### src/rtl/fe_pkg.sv
// Shared constants, FSM state encodings and helpers for the PUF front end.
// Used by the PUF port arbiter and its round-robin picker.
package fe_pkg;

  // Reed-Muller code geometry of the fuzzy extractor
  localparam int N = 32;
  localparam int K = 6;

  typedef enum logic [1:0] {
    S_IDLE = 2'd0,
    S_WAIT = 2'd1,
    S_GAP  = 2'd2
  } state_t;

  // One-hot of idx within an 8-bit field; out-of-range indices yield 0
  function automatic logic [7:0] onehot(input logic [2:0] idx, input int nreq);
    logic [7:0] v;
    v = '0;
    if (int'(idx) < nreq) v[idx] = 1'b1;
    return v;
  endfunction

endpackage

### src/rtl/rr_pick.sv
// Combinational round-robin picker: first asserted request at or after
// rr_ptr, wrapping modulo NREQ.
module rr_pick
  import fe_pkg::*;
#(
  parameter int NREQ = 2
) (
  input  logic [NREQ-1:0]         req,
  input  logic [$clog2(NREQ)-1:0] rr_ptr,
  output logic [$clog2(NREQ)-1:0] pick,
  output logic                    any
);

  localparam int IW = $clog2(NREQ);

  logic [IW-1:0] ix;

  // Scan from the farthest offset down so the closest hit to rr_ptr wins
  always_comb begin
    pick = '0;
    any  = 1'b0;
    ix   = '0;
    for (int off = NREQ - 1; off >= 0; off--) begin
      ix = IW'((int'(rr_ptr) + off) % NREQ);
      if (req[ix]) begin
        pick = ix;
        any  = 1'b1;
      end
    end
  end

endmodule

### src/rtl/puf_port_arbiter.sv
// Round-robin arbiter sharing the single PUF read port among NREQ requesters.
// Optional abort on a silent PUF: define PUF_ARB_TIMEOUT_EN.
module puf_port_arbiter
  import fe_pkg::*;
#(
  parameter int NREQ    = 2,
  parameter int DW      = 64,
  parameter int TIMEOUT = 255
) (
  input  logic            clk,
  input  logic            rst,
  input  logic [NREQ-1:0] req,
  output logic [NREQ-1:0] grant,
  output logic [NREQ-1:0] resp_valid,
  output logic [NREQ-1:0] resp_err,
  output logic [DW-1:0]   resp_data,
  output logic            busy,
  output logic            puf_read_req,
  input  logic [DW-1:0]   puf_data,
  input  logic            puf_valid
);

  localparam int IW = $clog2(NREQ);

  if (NREQ < 2 || NREQ > 8 || TIMEOUT < 1) begin : g_bad_param
    $error("puf_port_arbiter: NREQ must be 2..8 and TIMEOUT >= 1");
  end

  state_t        state;
  logic [IW-1:0] rr_ptr;
  logic [IW-1:0] owner;
  logic [IW-1:0] pick;
  logic [IW-1:0] ptr_next;
  logic          any;

  rr_pick #(.NREQ(NREQ)) u_pick (
    .req    (req),
    .rr_ptr (rr_ptr),
    .pick   (pick),
    .any    (any)
  );

  assign ptr_next = (owner == IW'(NREQ - 1)) ? '0 : owner + IW'(1);
  assign busy     = (state != S_IDLE);

`ifdef PUF_ARB_TIMEOUT_EN
  localparam int CW = $clog2(TIMEOUT + 1);

  logic [CW-1:0]   cnt;
  logic [NREQ-1:0] err_q;
  logic            tmo;

  // cnt holds the number of completed S_WAIT cycles before this edge
  assign tmo      = (cnt == CW'(TIMEOUT - 1));
  assign resp_err = err_q;
`else
  assign resp_err = '0;
`endif

  always_ff @(posedge clk) begin
    if (rst) begin
      state        <= S_IDLE;
      grant        <= '0;
      resp_valid   <= '0;
      resp_data    <= '0;
      puf_read_req <= 1'b0;
      rr_ptr       <= '0;
      owner        <= '0;
`ifdef PUF_ARB_TIMEOUT_EN
      cnt          <= '0;
      err_q        <= '0;
`endif
    end else begin
      case (state)
        S_IDLE: begin
          if (any) begin
            grant        <= NREQ'(onehot(3'(pick), NREQ));
            owner        <= pick;
            puf_read_req <= 1'b1;
            state        <= S_WAIT;
`ifdef PUF_ARB_TIMEOUT_EN
            cnt          <= '0;
`endif
          end
        end
        S_WAIT: begin
          // A response arriving on the timeout cycle is still delivered
          if (puf_valid) begin
            resp_data    <= puf_data;
            resp_valid   <= grant;
            puf_read_req <= 1'b0;
            grant        <= '0;
            rr_ptr       <= ptr_next;
            state        <= S_GAP;
          end
`ifdef PUF_ARB_TIMEOUT_EN
          else if (tmo) begin
            err_q        <= grant;
            puf_read_req <= 1'b0;
            grant        <= '0;
            rr_ptr       <= ptr_next;
            state        <= S_GAP;
          end else begin
            cnt <= cnt + CW'(1);
          end
`endif
        end
        S_GAP: begin
          resp_valid <= '0;
`ifdef PUF_ARB_TIMEOUT_EN
          err_q      <= '0;
`endif
          state      <= S_IDLE;
        end
        default: state <= S_IDLE;
      endcase
    end
  end

endmodule

### config.mk
export PLATFORM = sky130hd
export DESIGN_NAME = puf_port_arbiter
export DESIGN_NICKNAME = d
export VERILOG_FILES = /design/src/rtl/fe_pkg.sv /design/src/rtl/rr_pick.sv /design/src/rtl/puf_port_arbiter.sv
export SDC_FILE = /design/constraint.sdc
export NUM_CORES = 1
export LEC_CHECK = 0
export ABC_AREA = 1
export CORE_MARGIN = 3
export CORE_UTILIZATION = 38
export CTS_CLUSTER_DIAMETER = 100
export CTS_CLUSTER_SIZE = 24
export DETAILED_ROUTE_END_ITERATION = 16
export GPL_TIMING_DRIVEN = 0
export PLACE_DENSITY = 0.84
export SYNTH_ARGS = -nofsm -noshare
export SYNTH_HDL_FRONTEND = slang
export SYNTH_SLANG_ARGS = --single-unit
### constraint.sdc
create_clock -name clk -period 1.2 [get_ports clk]
set_input_delay 0.24 -clock clk [delete_from_list [all_inputs] [get_ports clk]]
set_output_delay 0.24 -clock clk [all_outputs]
set_load 0.02 [all_outputs]
==> results.cfg <==
[drt]
drt_iter0_markers = 111
remaining_drc_errors = 0
vias = 2699
drtPass1Iterations = 4
routed_wire_length_mm = 7.77
wl_per_cell_um = 13.7
ant_nets = 0
post_drt_via_cell_ratio = 4.78

[die]
die_width_um = 88.6
ios = 141
coreArea_sq_um = 6460
die_height_um = 88.6
floorplan.initialDensity_pct = 40.1
num_rows = 29
floorplan.die_area_sq_um = 7840

[sta]
number_of_max_slew_violations_in_the_final_report = 0
setup_violations = 0
post-route-period-util_pct = 99.8
fin_worst_hold_slack_ns = 0.173
grt_setup_unrepaired = yes
fmaxAchievable_mhz = 835
report.final.hold_viol_count = 0
timing_worst_slew_pin_value_ns = 0.560
final_min_period_ns = 1.20
max_slew_margin_vs_limit_pct = 62.7
clock-skew-final_ns = 0.00470

[synth]
yosysTopAreaCell = dfxtp_1
ff_latch_count_synth = 73
synth-warning-count = 0
mappedNetlistArea_sq_um = 2590
synth.avg_cell_area_sq_um = 7.87
synth.yosys.seq_area_share_pct = 56.4
yosys.cell_types.count = 18
syn_inst = 329
post-synth-top-area-fraction_pct = 56.4
post_synth_main_area_contributors = dfxtp_1 56%, nand2_1 21%, a21oi_1 13%

[worst_setup_path]
worst_path_largest_cell_delay_ns = 0.37
worst-endpoint-arrival_ns = 1.46
critPathTopFamily = flip-flops
required_ns = 1.46
worst-path-max-fanout = 10
cp_cell_sequence = inv_4, nand3_4, clkbuf_4, o21ai_0, o21ai_0
crit_type = reg -> reg
timing.critical_path.buf_inv = 2
critPathMostFrequentCell = o21ai_0
startpoint_type = flip-flop
r2r_setup_slack_ns = 0.002
critical_path.slowest_cell = dfxtp_2
endpoint_kind = flip-flop

[finish]
post-route-cell-area_sq_um = 4150
n_antenna_cell = 0
final_common_cell = nand2_1
n_fill_cell = 586
final_cell_mix = 139 x nand2_1, 71 x dfxtp_1, 66 x buf_2, 66 x clkdlybuf4s50_1, 49 x a21oi_1
area_growth_pct = 60.2
fin_util_pct = 64.3
num-nets-final = 552
drive_above_1_share_pct = 27.7
finalNonFillerCells = 565

[cts]
clkTransAtPathRegs_ns = 0.07
cts.sinks = 73
cts.htree.levels = 3
clock_latency_of_the_later_clocked_register_in_the_worst_skew_pair_ns = 0.34
cts_inserted_buffers = 9
clk_root_buf = clkbuf_8
cts_buffer_depth = 2
clock_tree_from_tritoncts = built

[global_routing]
grt.overflow.total = 0
grt_usage_pct = 19.5
wire_length_of_the_first_global_routing_pass_mm = 11.8
maximum_number_of_pins_on_one_net_before_global_route_repair = 12
number_of_global_route_vias_before_repair = 2591
number_of_antenna_violations_at_the_first_check_in_global_routing = 0

[power_and_ir_drop]
overall_power_w = 0.00559
total_leakage_power_nw = 1.74
power_density_nw_per_um2 = 1350
max-vdd-ir-drop_uv = 842

[run_status]
run_status = completed

[place]
io_buffer_count = 137
routabilityCongestion = 0.763
dp.cells = 544
placed_area_sq_um = 4060
hpwl_mm = 5.47

[job]
maxCapViolCount = 0

[hold_path]
path_type_of_the_worst_min_delay_path = in -> reg
-- cell type report --
class / instances / area [sq um] / area share, %
sequential: 73 / 1470 / 35.3
timing repair buffer: 142 / 1110 / 26.8
multi-input combinational: 226 / 1050 / 25.2
buffer: 24 / 190 / 4.58
clock buffer: 13 / 139 / 3.35
tap: 77 / 96.3 / 2.32
clock inverter: 3 / 65.1 / 1.57
inverter: 7 / 33.8 / 0.814
-- timing repair --
action / in CTS / in global routing
gates resized for setup: 235 / 94
pin swaps: 1 / 1
setup endpoints to repair: 131 / 123
gates cloned: 1 / 0
setup buffers: 4 / 0
hold buffers: 0 / 0
-- worst register-to-register path, cell delays in order, from the launching register on --
cell and delay, ns:
dfxtp_2 0.37, inv_4 0.06, nand3_4 0.12, clkbuf_4 0.24, o21ai_0 0.15, o21ai_0 0.18
-- per-layer routing --
metal	routed length (um)	track usage [%]	vias to the layer above	part of all wire [%]
met5	0	0	-	0
met3	774	7.17	10	10
li1	-	-	1353	-
met1	3050	22.3	1234	39
met4	108	7.42	0	1.4
met2	3830	33.1	102	49
-- cells in the mapped netlist --
master	instances
inv_2	2
buf_2	5
buf_6	6
nor2_1	4
o21a_1	1
nand3_2	1
buf_1	2
a21oi_2	1
nand3_1	3
conb_1	1
buf_4	2
o21ai_0	3
nand2_1	142
a21oi_1	68
dfxtp_1	73
inv_1	5
nor3_1	1
clkbuf_1	9
-- worst paths after layout --
path / start / end / cells past startpoint
max: state[1] / resp_valid[1] / 5
min reg2reg: owner / rr_ptr / 1
max reg2reg: state[1] / resp_valid[1] / 5
min: rst / state[1] / 2
-- registers in the layout (all words and copies together) (netlist names) --
| register | flops |
|---|---|
| resp_data | 64 |
| puf_read_req | 1 |
| resp_valid | 2 |
| grant | 2 |
| state | 2 |
| owner | 1 |
| rr_ptr | 1 |
-- power by group --
part | leakage, nW | switching (W) | internal (W)
clock network | 0.102 | 0.000870 | 0.00117
registers | 0.595 | 0.0000651 | 0.00254
logic | 1.04 | 0.000491 | 0.000454
total | 1.74 | 0.00143 | 0.00417
-- logic make-up (layout without fill, tap and decap cells) --
| group | count (synthesis) | count (layout) | synth area share, % |
|---|---|---|---|
| buffers and inverters | 31 | 189 | 6.76 |
| other | 1 | 2 | 0.145 |
| AND/OR/NAND/NOR | 151 | 151 | 22.3 |
| AO/OA/AOI/OAI | 73 | 73 | 14.3 |
| flip-flops | 73 | 73 | 56.4 |
-- metrics by stage --
step / setup slack [ns] / setup TNS (ns)
finish: 0.00197 / 0
global route: -0.0547 / -1.22
CTS: -0.0161 / -0.0167
detailed placement: -0.468 / -28.67
global placement: -0.423 / -27.61
floorplan: 0.147 / 0
(Power assumes the default switching activity.)
